`src/rtl/shift_sequencer_if.sv`:
```
`default_nettype none
// ============================================================================
//  Module      : shift_sequencer_if
//  Description : Bundle of the request, shift-unit and result signals of the
//                shift sequencer.
//                  req_valid/req_ready/req_data/req_op/req_amt : request side
//                  sh_operand1/sh_operand2/sh_result           : shift unit
//                  res_valid/res_ready/result                  : result side
//                  busy                                        : status
//                slave  = sequencer view, master = environment view.
//  Revision    : 1.0 - initial release
// ============================================================================
interface shift_sequencer_if;
  logic       req_valid;
  logic       req_ready;
  logic [7:0] req_data;
  logic [1:0] req_op;
  logic [7:0] req_amt;
  logic [7:0] sh_operand1;
  logic [7:0] sh_operand2;
  logic [7:0] sh_result;
  logic       res_valid;
  logic       res_ready;
  logic [7:0] result;
  logic       busy;

  modport slave (
    input  req_valid, req_data, req_op, req_amt, sh_result, res_ready,
    output req_ready, sh_operand1, sh_operand2, res_valid, result, busy
  );

  modport master (
    output req_valid, req_data, req_op, req_amt, sh_result, res_ready,
    input  req_ready, sh_operand1, sh_operand2, res_valid, result, busy
  );
endinterface
`default_nettype wire

```
`src/rtl/shift_sequencer.sv`:
```
`default_nettype none
// ============================================================================
//  Module      : shift_sequencer
//  Description : Multi-cycle controller around an 8-bit combinational
//                shift/rotate unit. Each request is split into steps of at
//                most STEP_MAX bits, one step per clock, and the result is
//                accumulated and presented with a valid/ready handshake.
//  Ports       : clk   - system clock, rising edge
//                rst_n - asynchronous active-low reset
//                bus   - shift_sequencer_if.slave (request, shift unit,
//                        result handshake and busy status)
//  Revision    : 1.0 - initial release
// ============================================================================
module shift_sequencer #(
  parameter int unsigned STEP_MAX = 7   // 1..7
) (
  input  wire logic          clk,
  input  wire logic          rst_n,
  shift_sequencer_if.slave   bus
);

  localparam logic [3:0] STEP_MAX_W = 4'(STEP_MAX);

  typedef enum logic [1:0] {
    S_IDLE  = 2'd0,
    S_SHIFT = 2'd1,
    S_DONE  = 2'd2
  } state_t;

  // Step issued for a given remaining amount: min(rem, STEP_MAX).
  function automatic logic [2:0] step_of(input logic [3:0] rem);
    logic [3:0] s;
    s = (rem > STEP_MAX_W) ? STEP_MAX_W : rem;
    return s[2:0];
  endfunction

  state_t     state_q, state_d;
  logic [7:0] acc_q, acc_d;
  logic [3:0] rem_q, rem_d;
  logic [1:0] op_q, op_d;

  // Registered outputs, computed from the next-state values.
  logic       req_ready_q, req_ready_d;
  logic       res_valid_q, res_valid_d;
  logic       busy_q, busy_d;
  logic [7:0] result_q, result_d;
  logic [7:0] sh_op1_q, sh_op1_d;
  logic [7:0] sh_op2_q, sh_op2_d;

  logic [3:0] eff;
  logic [2:0] step_cur;

  always_comb begin
    // Rotates wrap modulo 8; plain shifts saturate at 8, which already
    // clears (or sign-fills) every bit.
    if (bus.req_op == 2'b11) begin
      eff = {1'b0, bus.req_amt[2:0]};
    end else if (bus.req_amt > 8'd8) begin
      eff = 4'd8;
    end else begin
      eff = bus.req_amt[3:0];
    end

    step_cur = step_of(rem_q);

    state_d = state_q;
    acc_d   = acc_q;
    rem_d   = rem_q;
    op_d    = op_q;

    case (state_q)
      S_IDLE: begin
        if (bus.req_valid) begin
          acc_d   = bus.req_data;
          op_d    = bus.req_op;
          rem_d   = eff;
          state_d = (eff != 4'd0) ? S_SHIFT : S_DONE;
        end
      end
      S_SHIFT: begin
        acc_d   = bus.sh_result;
        rem_d   = rem_q - {1'b0, step_cur};
        state_d = (rem_d == 4'd0) ? S_DONE : S_SHIFT;
      end
      S_DONE: begin
        if (bus.res_ready) begin
          state_d = S_IDLE;
        end
      end
      default: begin
        state_d = S_IDLE;
      end
    endcase

    req_ready_d = (state_d == S_IDLE);
    busy_d      = (state_d != S_IDLE);
    res_valid_d = (state_d == S_DONE);
    // Result is frozen once in DONE; the request inputs cannot disturb it
    // because acc only loads in IDLE and SHIFT.
    result_d    = (state_d == S_DONE) ? acc_d : result_q;
    sh_op1_d    = (state_d == S_SHIFT) ? acc_d : 8'h00;
    sh_op2_d    = (state_d == S_SHIFT) ? {op_d, 3'b000, step_of(rem_d)} : 8'h00;
  end

  always_ff @(posedge clk or negedge rst_n) begin
    if (!rst_n) begin
      state_q     <= S_IDLE;
      acc_q       <= 8'h00;
      rem_q       <= 4'd0;
      op_q        <= 2'b00;
      req_ready_q <= 1'b1;
      res_valid_q <= 1'b0;
      busy_q      <= 1'b0;
      result_q    <= 8'h00;
      sh_op1_q    <= 8'h00;
      sh_op2_q    <= 8'h00;
    end else begin
      state_q     <= state_d;
      acc_q       <= acc_d;
      rem_q       <= rem_d;
      op_q        <= op_d;
      req_ready_q <= req_ready_d;
      res_valid_q <= res_valid_d;
      busy_q      <= busy_d;
      result_q    <= result_d;
      sh_op1_q    <= sh_op1_d;
      sh_op2_q    <= sh_op2_d;
    end
  end

  assign bus.req_ready   = req_ready_q;
  assign bus.res_valid   = res_valid_q;
  assign bus.busy        = busy_q;
  assign bus.result      = result_q;
  assign bus.sh_operand1 = sh_op1_q;
  assign bus.sh_operand2 = sh_op2_q;

endmodule
`default_nettype wire

```
`src/flat_wrapper.sv`:
```
// flat-port wrapper written by rule: the top's interface ports become plain ports
module shift_sequencer_flat 
#(
  parameter int unsigned STEP_MAX = 7          
)
  (clk, rst_n, bus_req_valid, bus_req_data, bus_req_op, bus_req_amt, bus_sh_result, bus_res_ready, bus_req_ready, bus_sh_operand1, bus_sh_operand2, bus_res_valid, bus_result, bus_busy);
  shift_sequencer_if bus_i ();
  input  wire logic clk;
  input  wire logic rst_n;
  input wire logic [$bits(bus_i.req_valid)-1:0] bus_req_valid;
  input wire logic [$bits(bus_i.req_data)-1:0] bus_req_data;
  input wire logic [$bits(bus_i.req_op)-1:0] bus_req_op;
  input wire logic [$bits(bus_i.req_amt)-1:0] bus_req_amt;
  input wire logic [$bits(bus_i.sh_result)-1:0] bus_sh_result;
  input wire logic [$bits(bus_i.res_ready)-1:0] bus_res_ready;
  output wire logic [$bits(bus_i.req_ready)-1:0] bus_req_ready;
  output wire logic [$bits(bus_i.sh_operand1)-1:0] bus_sh_operand1;
  output wire logic [$bits(bus_i.sh_operand2)-1:0] bus_sh_operand2;
  output wire logic [$bits(bus_i.res_valid)-1:0] bus_res_valid;
  output wire logic [$bits(bus_i.result)-1:0] bus_result;
  output wire logic [$bits(bus_i.busy)-1:0] bus_busy;
  assign bus_i.req_valid = bus_req_valid;
  assign bus_i.req_data = bus_req_data;
  assign bus_i.req_op = bus_req_op;
  assign bus_i.req_amt = bus_req_amt;
  assign bus_i.sh_result = bus_sh_result;
  assign bus_i.res_ready = bus_res_ready;
  assign bus_req_ready = bus_i.req_ready;
  assign bus_sh_operand1 = bus_i.sh_operand1;
  assign bus_sh_operand2 = bus_i.sh_operand2;
  assign bus_res_valid = bus_i.res_valid;
  assign bus_result = bus_i.result;
  assign bus_busy = bus_i.busy;
  shift_sequencer #(.STEP_MAX(STEP_MAX)) u_core (.clk(clk), .rst_n(rst_n), .bus(bus_i));
endmodule
```
`config.mk`:
```
export PLATFORM = sky130hd
export DESIGN_NAME = shift_sequencer_flat
export DESIGN_NICKNAME = d
export VERILOG_FILES = /design/src/rtl/shift_sequencer_if.sv /design/src/rtl/shift_sequencer.sv /design/src/flat_wrapper.sv
export SDC_FILE = /design/constraint.sdc
export NUM_CORES = 1
export LEC_CHECK = 0
export CAP_MARGIN = 20
export CORE_UTILIZATION = 30
export CTS_CLUSTER_SIZE = 12
export DETAILED_ROUTE_END_ITERATION = 7
export SYNTH_ARGS = -nofsm -noshare
export SYNTH_HDL_FRONTEND = slang
export SYNTH_SLANG_ARGS = --single-unit
```
`constraint.sdc`:
```
create_clock -name clk -period 4.2 [get_ports clk]
set_input_delay 0.84 -clock clk [delete_from_list [all_inputs] [get_ports clk]]
set_output_delay 0.84 -clock clk [all_outputs]
set_load 0.02 [all_outputs]
```
# [Word-level counts from Yosys, hierarchy flattened]
# Index checks and enable logic that the tools add are counted.
[classes] add_sub_neg=1 order_cmp=3 eq_ne=5 muxes=17 reduce_logical=5
[ops] operator="$mux W8" count=3
[ops] operator="$pmux W8 S2" count=1
[ops] operator="$mux W2" count=6
[ops] operator="$mux W4" count=3
[ops] operator="$gt A4 B3 Y1 const B" count=2
[ops] operator="$gt A8 B4 Y1 const B" count=1
[ops] operator="$pmux W4 S2" count=1
[ops] operator="$eq A2 B2 Y1 const B" count=3
[ops] operator="$mux W3" count=2
[ops] operator="$pmux W2 S3" count=1
[ops] operator="$eq A2 B1 Y1 const B" count=2
[ops] operator="$logic_not A2 Y1" count=2
[ops] operator="$logic_not A4 Y1" count=1
[ops] operator="$reduce_bool A4 Y1" count=1
[ops] operator="$sub A4 B3 Y4" count=1
[ops] operator="$reduce_bool A2 Y1" count=1
[totals] ff_bits=43 output_inout_bits=27 wordCells=41

# [Depth between registers and ports, before layout]
# Gate-level depths: netlist of the first run.
[depth] depth_word=9 depth_mapped=9 ltp_nobuf=8

# [Worst setup path before layout of the first run]
# Ideal clock, no wire load.
[synth_timing] path_type="input port to flip-flop" startpoint="in bus_req_amt[7]" endpoint="reg u_core.result_q[1], in the netlist u_core.bus.result[1]" arrival_ps=2055 path_slack_ps=2020 path_stages=6 n_path_buf=1 cell_sequence="nor3_2 > a22oi_1 > nor4_2 > o2bb2ai_2 > buf_6 > mux2_4"
[synth_via] elab_chain_len=8
[synth_rtl] item="start: declaration" line="flat_wrapper.sv:13" source="input wire logic [$bits(bus_i.req_amt)-1:0] bus_req_amt;"
[synth_rtl] item="$gt A8 B4 Y1" line="shift_sequencer.sv:58" source="end else if (bus.req_amt > 8'd8) begin"
[synth_rtl] item="$mux W4" line="shift_sequencer.sv:58"
[synth_rtl] item="$mux W4" line="shift_sequencer.sv:56" source="if (bus.req_op == 2'b11) begin"
[synth_rtl] item="$reduce_bool A4 Y1" line="shift_sequencer.sv:77" source="state_d = (eff != 4'd0) ? S_SHIFT : S_DONE;"
[synth_rtl] item="$mux W2" line="shift_sequencer.sv:77"
[synth_rtl] item="$mux W2" line="shift_sequencer.sv:73" source="if (bus.req_valid) begin"
[synth_rtl] item="$pmux W2 S3" line="shift_sequencer.sv:71" source="case (state_q)"
[synth_rtl] item="net u_core.state_d[1]" line="shift_sequencer.sv:37" source="state_t state_q, state_d;"
[synth_rtl] item="$eq A2 B2 Y1" line="shift_sequencer.sv:100" source="result_d = (state_d == S_DONE) ? acc_d : result_q;"
[synth_rtl] item="end signal: assignment" line="shift_sequencer.sv:125" source="result_q <= result_d;"
[synth_rtl] item="end: declaration" line="shift_sequencer.sv:46" source="logic [7:0] result_q, result_d;"
# The timed path passes the listed nets, and every way through them passes these cells.
# A chain may end at the register's enable or synchronous reset.

# [Worst setup path after layout of the first run]
[layout_timing] startpoint="in bus_req_amt[7]" endpoint="reg u_core.result_q[0], in the netlist u_core.bus.result[0]"
[layout_via] elab_chain_len=8
[layout_rtl] item="$gt A8 B4 Y1" line="shift_sequencer.sv:58"
[layout_rtl] item="$mux W4" line="shift_sequencer.sv:58"
[layout_rtl] item="$mux W4" line="shift_sequencer.sv:56"
[layout_rtl] item="$reduce_bool A4 Y1" line="shift_sequencer.sv:77"
[layout_rtl] item="$mux W2" line="shift_sequencer.sv:77"
[layout_rtl] item="$mux W2" line="shift_sequencer.sv:73"
[layout_rtl] item="$pmux W2 S3" line="shift_sequencer.sv:71"
[layout_rtl] item="$eq A2 B2 Y1" line="shift_sequencer.sv:100"
# No other way between the ends.

==> impl_metrics.csv, run 1 <==
group,metric,value,unit
outcome,status,"finished, final reports clean",
grt,met1_usage,0.1905,
synth,yosysTopAreaCellShare,0.5455,
critical_path,cp-end-kind,"register",
drt,avgRoutedWirePerCell,14.85,um
critical_path,r2r-start,"u_core.rem_q[0]",
clock_tree,postCtsSetupBuffers,0,
sta,fin_crit,2623,ps
placed_design,io_buffers,53,
worst_hold_path,min_path_cells,1,
drt,detail_route.wirelength,4053,um
grt,grt_max_degree,41,
sta,finalWorstSetupSlack,1577,ps
synth,avgSynthCellArea,12.09,um^2
critical_path,critPathArrivalTime,2810,ps
synth,yosys.area_share.xor_xnor,0,
sta,tightest_slew,858.3,ps
worst_hold_path,hold_class,"register to register",
synth,ys_seq_area_frac,0.5601,
synth,synth-seq-cells,40,
synth,syn_area,0.001789,mm^2
synth,yosys-top-cells-count,"dfrtp_1 (39), a22oi_1 (15), and2_1 (10), o21ai_0 (10)",
floorplan,io_pins,57,
drt,via_per_inst,4.897,
sta,clock_skew,5.533,ps
job,cap_viol_max_count,0,
floorplan,fp.dieW,79.23,um
synth,ys_top_cells_by_area,"dfrtp_1 (55%), a22oi_1 (6.3%), mux2_4 (5.9%)",
clock_tree,cts_buffers,5,
floorplan,start_util,0.3171,
clock_tree,clockBufferDepth,2,
grt,antenna_found_initial,0,
clock_tree,path_clk_slew,80,ps
sta,setup_viol,0,
placed_design,place_ws,1252,ps
layout,drive_above_1_share,0.1343,
critical_path,required,4380,ps
drt,dr.pass1.iters,4,
synth,synth_cell_type_count,43,
grt,globalRouteMet2Util,0.2207,
power_and_ir_drop,vdd_ir_drop_max,0.0002824,V
critical_path,cp-start-kind,"primary input",
worst_hold_path,hold-path-endpoint,"u_core.op_q[1]",
synth,synth_most_common_cell,"dfrtp_1",
clock_tree,cts-htree-levels,2,
sta,finalMaxSlewViolations,0,
sta,achievable-frequency,381.2,MHz
placed_design,place.gp.congestion,0.8059,
worst_hold_path,min_from,"u_core.op_q[1]",
grt,grt_usage,0.1426,
synth,synth_compound_area_frac,0.1860,
floorplan,design.die.area,0.006277,mm^2
grt,top_usage_layer,"met2",
synth,yosys_warnings,0,
placed_design,dpl.hpwl,2791,um
sta,rsz0062_at_grt,"false",
grt,grt_pass1_wl,6679,um
layout,num_antenna_cells,0,
layout,syn_to_final_growth,36.36,%
clock_tree,cts_tree,"yes",
sta,timing.final.crit_share,0.6246,
critical_path,rr_worst_depth,8,
floorplan,fp.dieH,79.23,um
drt,route.detailed.drc,0,
sta,timing.hold.ws,492.9,ps
critical_path,crit_fanout,11,
floorplan,core_area,0.005642,mm^2
power_and_ir_drop,powerDensity,766.0,mW/mm^2
sta,fin_setup_tns,0,ps
clock_tree,cts-root-buf,"clkbuf_8",
grt,met3_usage,0.04713,
drt,drt-initial-drc-count,119,
drt,via_count,1337,
floorplan,rows,27,
clock_tree,hold_buffers,0,
sta,hold_viol,0,
layout,final_net_count,231,
synth,ys.flop_type,"dfrtp_1",
synth,synth_mux_area_frac,0.07762,
sta,max_slew_margin,0.4278,
grt,gr-total-overflow,0,
critical_path,ff2ff_setup_slack,1600,ps
synth,yosysTopAreaCell,"dfrtp_1",
clock_tree,post_cts_resize_count,0,
critical_path,r2r-end,"u_core.bus.result[0]",
synth,synth-simple-area-share,0.1196,
synth,syn_inst,148,
synth,async_flop_share,1.000,
synth,synth_top_family_by_area,"compound AO/OA/AOI/OAI gates",
clock_tree,cts.sink_count,40,
clock_tree,clock_latency,290,ps
critical_path,crit_type,"primary input to register",
drt,ant_nets,0,
grt,grt_pass1_vias,1388,
synth,synth-edff-count,0,
synth,synth_fa_ha_area_frac,0.006993,
power_and_ir_drop,static-leakage-power,0.001035,uW
## how the worst max path moves through the flow
stage / startpoint / endpoint / slack, ps
global route: u_core.rem_q[1] / u_core.bus.result[0] / 1360
global placement: bus_req_amt[7] / u_core.bus.result[0] / 1230
CTS: bus_req_amt[7] / u_core.bus.result[0] / 1570
floorplan: bus_req_amt[7] / u_core.bus.result[1] / 2020
detailed placement: bus_req_amt[7] / u_core.bus.result[0] / 1250
finish: bus_req_amt[7] / u_core.bus.result[0] / 1580
## stage by stage
stage	utilization	area [um^2]	std cells	total power [uW]
floorplan	-	1797	150	1306
global placement	0.4158	2346	265	1608
detailed placement	0.4158	2346	265	1614
CTS	0.4325	2440	273	1891
global route	0.4325	2440	273	2008
finish	0.4325	2440	273	1869
## metal layers
layer	up-vias	routed length [um]
met3	4	190
met1	660	1914
met4	0	35
met5	-	0
met2	38	1912
li1	635	-
## critical path: stages
cell,delay (ps)
clkdlybuf4s50_1,410
nor3_2,250
a22oi_1,140
nor4_2,330
o2bb2ai_2,410
mux2_2,410
## cell type report
type	count	area (um^2)
Sequential cell	40	1002
Tap cell	72	90.09
Fill cell	545	3202
Clock buffer	7	86.33
Inverter	5	18.77
Clock inverter	1	7.507
Multi-Input combinational cell	95	709.4
Timing Repair Buffer	53	525.5
## kinds of logic after synthesis
| logic type | Yosys count |
|---|---|
| buf+inv | 15 |
| other cells | 1 |
| flops | 40 |
| fa+ha+maj | 1 |
| simple gates | 35 |
| compound gates | 46 |
| mux | 10 |
## registers in the layout, summed over array words and instances (netlist names)
| register | cells |
|---|---|
| u_core.bus.sh_operand2 | 5 |
| u_core.bus.busy | 1 |
| u_core.bus.req_ready | 1 |
| u_core.bus.result | 8 |
| u_core.bus.res_valid | 1 |
| u_core.state_q | 2 |
| u_core.op_q | 2 |
| u_core.acc_q | 8 |
| u_core.bus.sh_operand1 | 8 |
| u_core.rem_q | 4 |
## layout by cell type, fill, tap and decap left out, types with 2 or more instances in the layout
cell             instances
and3_1                   2
nor2_1                   7
a22oi_1                 15
inv_1                    4
o21a_1                   3
mux2_4                   7
and2_1                  10
nand2_1                  5
mux2_2                   3
o21ai_0                 10
nand2b_1                 2
nand4_1                  2
conb_1                   3
clkdlybuf4s50_1         52
clkbuf_8                 6
dfrtp_1                 39
a21oi_1                  4
## power breakdown
part / switching (uW) / total, uW / internal, uW
registers: 126 / 689 / 563
clock network: 131 / 265 / 133
logic: 454 / 915 / 461
Note: power is estimated with default switching activity, not from simulation.
==> inputs of run 2 (changes only) <==
clock period = 2.7 ns   (was 4.2 ns; I/O delays follow)
==> impl_metrics.csv, run 2 (synthesis gave the netlist of run 1 again) <==
group,metric,value,unit
clock_tree,cts_tree,"yes",
drt,via_count,1341,
sta,fin_crit,2403,ps
floorplan,io_pins,57,
drt,route.detailed.drc,0,
grt,grt_pass1_wl,6734,um
sta,setup_viol,0,
floorplan,start_util,0.3171,
layout,drive_above_1_share,0.1561,
clock_tree,cts-root-buf,"clkbuf_8",
clock_tree,hold_buffers,0,
placed_design,place.gp.congestion,0.8016,
floorplan,design.die.area,0.006277,mm^2
power_and_ir_drop,powerDensity,1225,mW/mm^2
grt,grt_max_degree,41,
clock_tree,cts.sink_count,40,
critical_path,max_stage_delay,410,ps
sta,tightest_slew,851.9,ps
grt,grt_pass1_vias,1341,
sta,finalMaxSlewViolations,0,
clock_tree,clockBufferDepth,2,
drt,via_per_inst,4.841,
critical_path,ff2ff_setup_slack,300,ps
critical_path,path_cells,"inv_1 > nand2_1 > ha_1 > nor4bb_1 > a41oi_1 > and3_1 > o2bb2ai_4 > mux2_2",
floorplan,fp.dieH,79.23,um
placed_design,dpl.hpwl,2853,um
power_and_ir_drop,static-leakage-power,0.001074,uW
critical_path,crit_fanout,11,
critical_path,critPathArrivalTime,2590,ps
drt,drt-initial-drc-count,94,
sta,max_slew_margin,0.4321,
sta,hold_viol,0,
outcome,status,"finished, final reports clean",
layout,layout_common_cells,"clkdlybuf4s50_1 (52), dfrtp_1 (39), a22oi_1 (15)",
sta,rsz0062_at_grt,"false",
clock_tree,cts_buffers,5,
layout,final_net_count,235,
layout,num_antenna_cells,0,
sta,clock_skew,5.599,ps
drt,avgRoutedWirePerCell,14.96,um
floorplan,core_area,0.005642,mm^2
layout,fin_util,0.4449,
sta,timing.final.crit_share,0.8901,
critical_path,required,2880,ps
layout,instances_no_fill,277,
sta,fin_setup_tns,0,ps
layout,layout_commonest_cell,"clkdlybuf4s50_1",
critical_path,cp-start-kind,"register",
layout,nFillCells,516,
critical_path,cp-end-kind,"register",
placed_design,io_buffers,53,
clock_tree,cts-htree-levels,2,
drt,detail_route.wirelength,4144,um
placed_design,dp.cells,269,
critical_path,crit_type,"register to register",
sta,achievable-frequency,416.1,MHz
grt,grt_usage,0.1424,
floorplan,fp.dieW,79.23,um
clock_tree,clock_latency,290,ps
worst_hold_path,hold_class,"primary input to async pin",
grt,antenna_found_initial,0,
layout,syn_to_final_growth,40.28,%
floorplan,rows,27,
drt,dr.pass1.iters,4,
power_and_ir_drop,vdd_ir_drop_max,0.0004758,V
job,cap_viol_max_count,0,
drt,ant_nets,0,
grt,gr-total-overflow,0,
clock_tree,path_clk_slew,80,ps
critical_path,cp_slowest_cell,"dfrtp_1",
## run 2: changes by cell type in the layout (fill, tap and decap cells not counted), sizes merged
cell,before,now
clkbuf,7,6
clkinvlp,1,0
bufinv,0,1
buf,1,5
clkinv,0,1
## run 2: where the power goes
group	switching, uW	total (uW)	internal, uW
Clock	220	523	302
Sequential	143	1020	877
Combinational	779	1530	755
## run 2: critical path, delay by kind of cell (launching register included)
kind	cells	cell delay, ps
AO/OA/AOI/OAI	2	480
adder cells (fa/ha/maj)	1	270
buffers and inverters	1	100
flip-flops	1	410
multiplexers	1	390
AND/OR/NAND/NOR	3	640
## run 2: metal layers
layer	wire (um)	global-route usage	share of wire	up-vias
li1	-	-	-	643
met1	1940	0.1971	0.47	643
met2	1922	0.2103	0.46	42
met3	182	0.03448	0.044	13
met4	99	0.06182	0.024	0
met5	0	0	0	-
## run 2: repair_timing
item	CTS	global route
setup buffers	0	0
gates resized for setup	0	1
setup endpoints to repair	0	8
## run 2: path summary, 6_finish.rpt
check | end | cells past startpoint | from
setup / recovery | u_core.bus.result[0] | 8 | u_core.rem_q[0]
hold / removal | u_core.bus.res_valid | 1 | rst_n
setup reg to reg | u_core.bus.result[0] | 8 | u_core.rem_q[0]
hold reg to reg | u_core.op_q[0] | 1 | u_core.op_q[0]
max in group asynchronous | u_core.bus.sh_operand2[7] | 1 | rst_n
min in group clk | u_core.op_q[0] | 1 | u_core.op_q[0]
## run 2: layout make-up
class	instances	area (um^2)	share of cell area
flip-flops and latches	40	1002	0.3993
well taps	72	90.09	0.03589
repair buffers	57	555.5	0.2213
clock buffers	6	82.58	0.03290
clock inverters	2	38.79	0.01545
multi-input cells	95	721.9	0.2876
inverters	5	18.77	0.007478
## run 2: per-stage QoR
| stage | power (uW) | area [um^2] | worst slack (ps) | hold slack (ps) |
|---|---|---|---|---|
| floorplan | 2031 | 1797 | 694.7 | 244.4 |
| global placement | 2543 | 2376 | 149.5 | 479.2 |
| detailed placement | 2547 | 2376 | 68.35 | 485.6 |
| CTS | 3084 | 2497 | 111.7 | 393.5 |
| global route | 3285 | 2510 | 165.3 | 424.1 |
| finish | 3076 | 2510 | 296.8 | 343.4 |
==> inputs of run 3 (changes only) <==
GPL_TIMING_DRIVEN = 0   (was default)
==> impl_metrics.csv, run 3 (synthesis gave the netlist of run 1 again) <==
group,metric,value,unit
drt,detail_route.wirelength,4181,um
layout,final_net_count,242,
placed_design,io_buffers,53,
layout,num_antenna_cells,0,
clock_tree,clock_latency,290,ps
sta,fin_setup_tns,0,ps
power_and_ir_drop,powerDensity,1218,mW/mm^2
sta,tightest_slew,523.3,ps
power_and_ir_drop,static-leakage-power,0.001103,uW
drt,dr.pass1.iters,4,
grt,gr-total-overflow,0,
grt,grt_usage,0.1452,
power_and_ir_drop,p_clk_frac,0.169,
critical_path,crit_fanout,10,
layout,instances_no_fill,284,
floorplan,rows,27,
critical_path,cp-start-kind,"register",
clock_tree,cts.sink_count,40,
sta,hold_viol,0,
critical_path,r2r-start,"u_core.rem_q[0]",
sta,setup_viol,0,
drt,ant_nets,0,
grt,grt_pass1_vias,1344,
drt,drt-initial-drc-count,119,
layout,syn_to_final_growth,42.73,%
floorplan,design.die.area,0.006277,mm^2
critical_path,cp-end-kind,"register",
clock_tree,hold_buffers,0,
sta,rsz0062_at_grt,"false",
clock_tree,cts_buffers,5,
power_and_ir_drop,combPwrFrac,0.511,
drt,via_count,1343,
power_and_ir_drop,seqPwrFrac,0.320,
clock_tree,postCtsSetupBuffers,0,
power_and_ir_drop,swShare,0.3705,
drt,route.detailed.drc,0,
critical_path,critPathLaunch,"u_core.rem_q[0]",
sta,timing.final.crit_share,0.8473,
drt,via_per_inst,4.729,
clock_tree,clockBufferDepth,2,
outcome,status,"finished, final reports clean",
grt,antenna_found_initial,0,
clock_tree,path_clk_slew,80,ps
power_and_ir_drop,netSwitchingPower,1152,uW
sta,fin_crit,2288,ps
critical_path,cp_slowest_cell,"dfrtp_1",
grt,grt_max_degree,40,
placed_design,dp.cells,276,
drt,avgRoutedWirePerCell,14.72,um
layout,layout_common_cells,"clkdlybuf4s50_1 (52), dfrtp_1 (39), a22oi_1 (15)",
placed_design,place.gp.congestion,0.8254,
sta,clock_skew,6.144,ps
sta,max_slew_margin,0.6511,
floorplan,core_area,0.005642,mm^2
critical_path,crit_type,"register to register",
job,cap_viol_max_count,0,
power_and_ir_drop,vdd_ir_drop_max,0.0005923,V
critical_path,critPathArrivalTime,2470,ps
clock_tree,post_cts_resize_count,0,
critical_path,required,2880,ps
placed_design,dpl.hpwl,2888,um
clock_tree,cts_tree,"yes",
power_and_ir_drop,p_int,1958,uW
floorplan,fp.dieW,79.23,um
power_and_ir_drop,finalPower,3109,uW
critical_path,max_stage_delay,420,ps
clock_tree,cts-root-buf,"clkbuf_8",
floorplan,fp.dieH,79.23,um
layout,drive_above_1_share,0.1698,
floorplan,start_util,0.3171,
clock_tree,cts-htree-levels,2,
worst_hold_path,hold_class,"primary input to async pin",
layout,layout_commonest_cell,"clkdlybuf4s50_1",
sta,finalMaxSlewViolations,0,
floorplan,io_pins,57,
grt,grt_pass1_wl,6693,um
critical_path,path_cells,"inv_1 > nand2_1 > ha_1 > nor4bb_1 > a41oi_1 > and3_1 > o2bb2ai_2 > buf_6 > mux2_4",
sta,achievable-frequency,437.1,MHz
==> run 3: final timing paths <==
kind | endpoint | slack, ps | cells past startpoint
setup / recovery | u_core.bus.result[5] | 410 | 9
hold / removal | u_core.bus.res_valid | 30 | 1
setup reg to reg | u_core.bus.result[5] | 410 | 9
hold reg to reg | u_core.op_q[1] | 500 | 1
max in group asynchronous | u_core.bus.req_ready | 2220 | 2
min in group clk | u_core.op_q[1] | 500 | 1
==> run 3: worst max-delay path: cells and delay by family, from the launching register on <==
kind | cells | cell delay, ps
buffers and inverters | 2 | 330
DFF | 1 | 420
adders and majority gates | 1 | 260
AOI/OAI and AO/OA | 2 | 280
and+or+nand+nor | 3 | 580
muxes | 1 | 310
==> run 3: area by class of cell <==
| class | count | area, um^2 |
|---|---|---|
| fillers | 518 | 3088 |
| well taps | 72 | 90.09 |
| repair buffers | 54 | 545.5 |
| flip-flops and latches | 40 | 1002 |
| clock buffers | 6 | 82.58 |
| clock inverters | 2 | 38.79 |
| inverters | 5 | 18.77 |
| plain buffers | 10 | 66.31 |
| multi-input cells | 95 | 709.4 |
==> run 3: per-layer routing <==
metal	share of wire	track usage	routed length [um]
met1	0.48	0.2012	2006
met4	0.014	0.05636	58
met3	0.072	0.04943	299
met2	0.43	0.2069	1817
met5	0	0	0
==> run 3: metrics by stage <==
| step | utilization | worst slack [ps] | instance area [um^2] | hold slack [ps] |
|---|---|---|---|---|
| after floorplan | - | 694.7 | 1797 | 244.4 |
| after global placement | 0.4285 | 27.31 | 2417 | 480.5 |
| after detailed placement | 0.4311 | 134.6 | 2432 | 340.5 |
| after CTS | 0.4527 | 409.4 | 2554 | 18.99 |
| after global routing | 0.4527 | 169.8 | 2554 | 6.958 |
| final | 0.4527 | 412.2 | 2554 | 26.97 |
==> run 3: power by group through the flow <==
stage | sequential [uW] | clock (uW) | combinational, uW
CTS | 996 | 536 | 1600
global route | 1030 | 574 | 1740
floorplan | 1170 | 0 | 863
global placement | 1000 | 0 | 1580
finish | 995 | 525 | 1590
detailed placement | 1000 | 0 | 1600
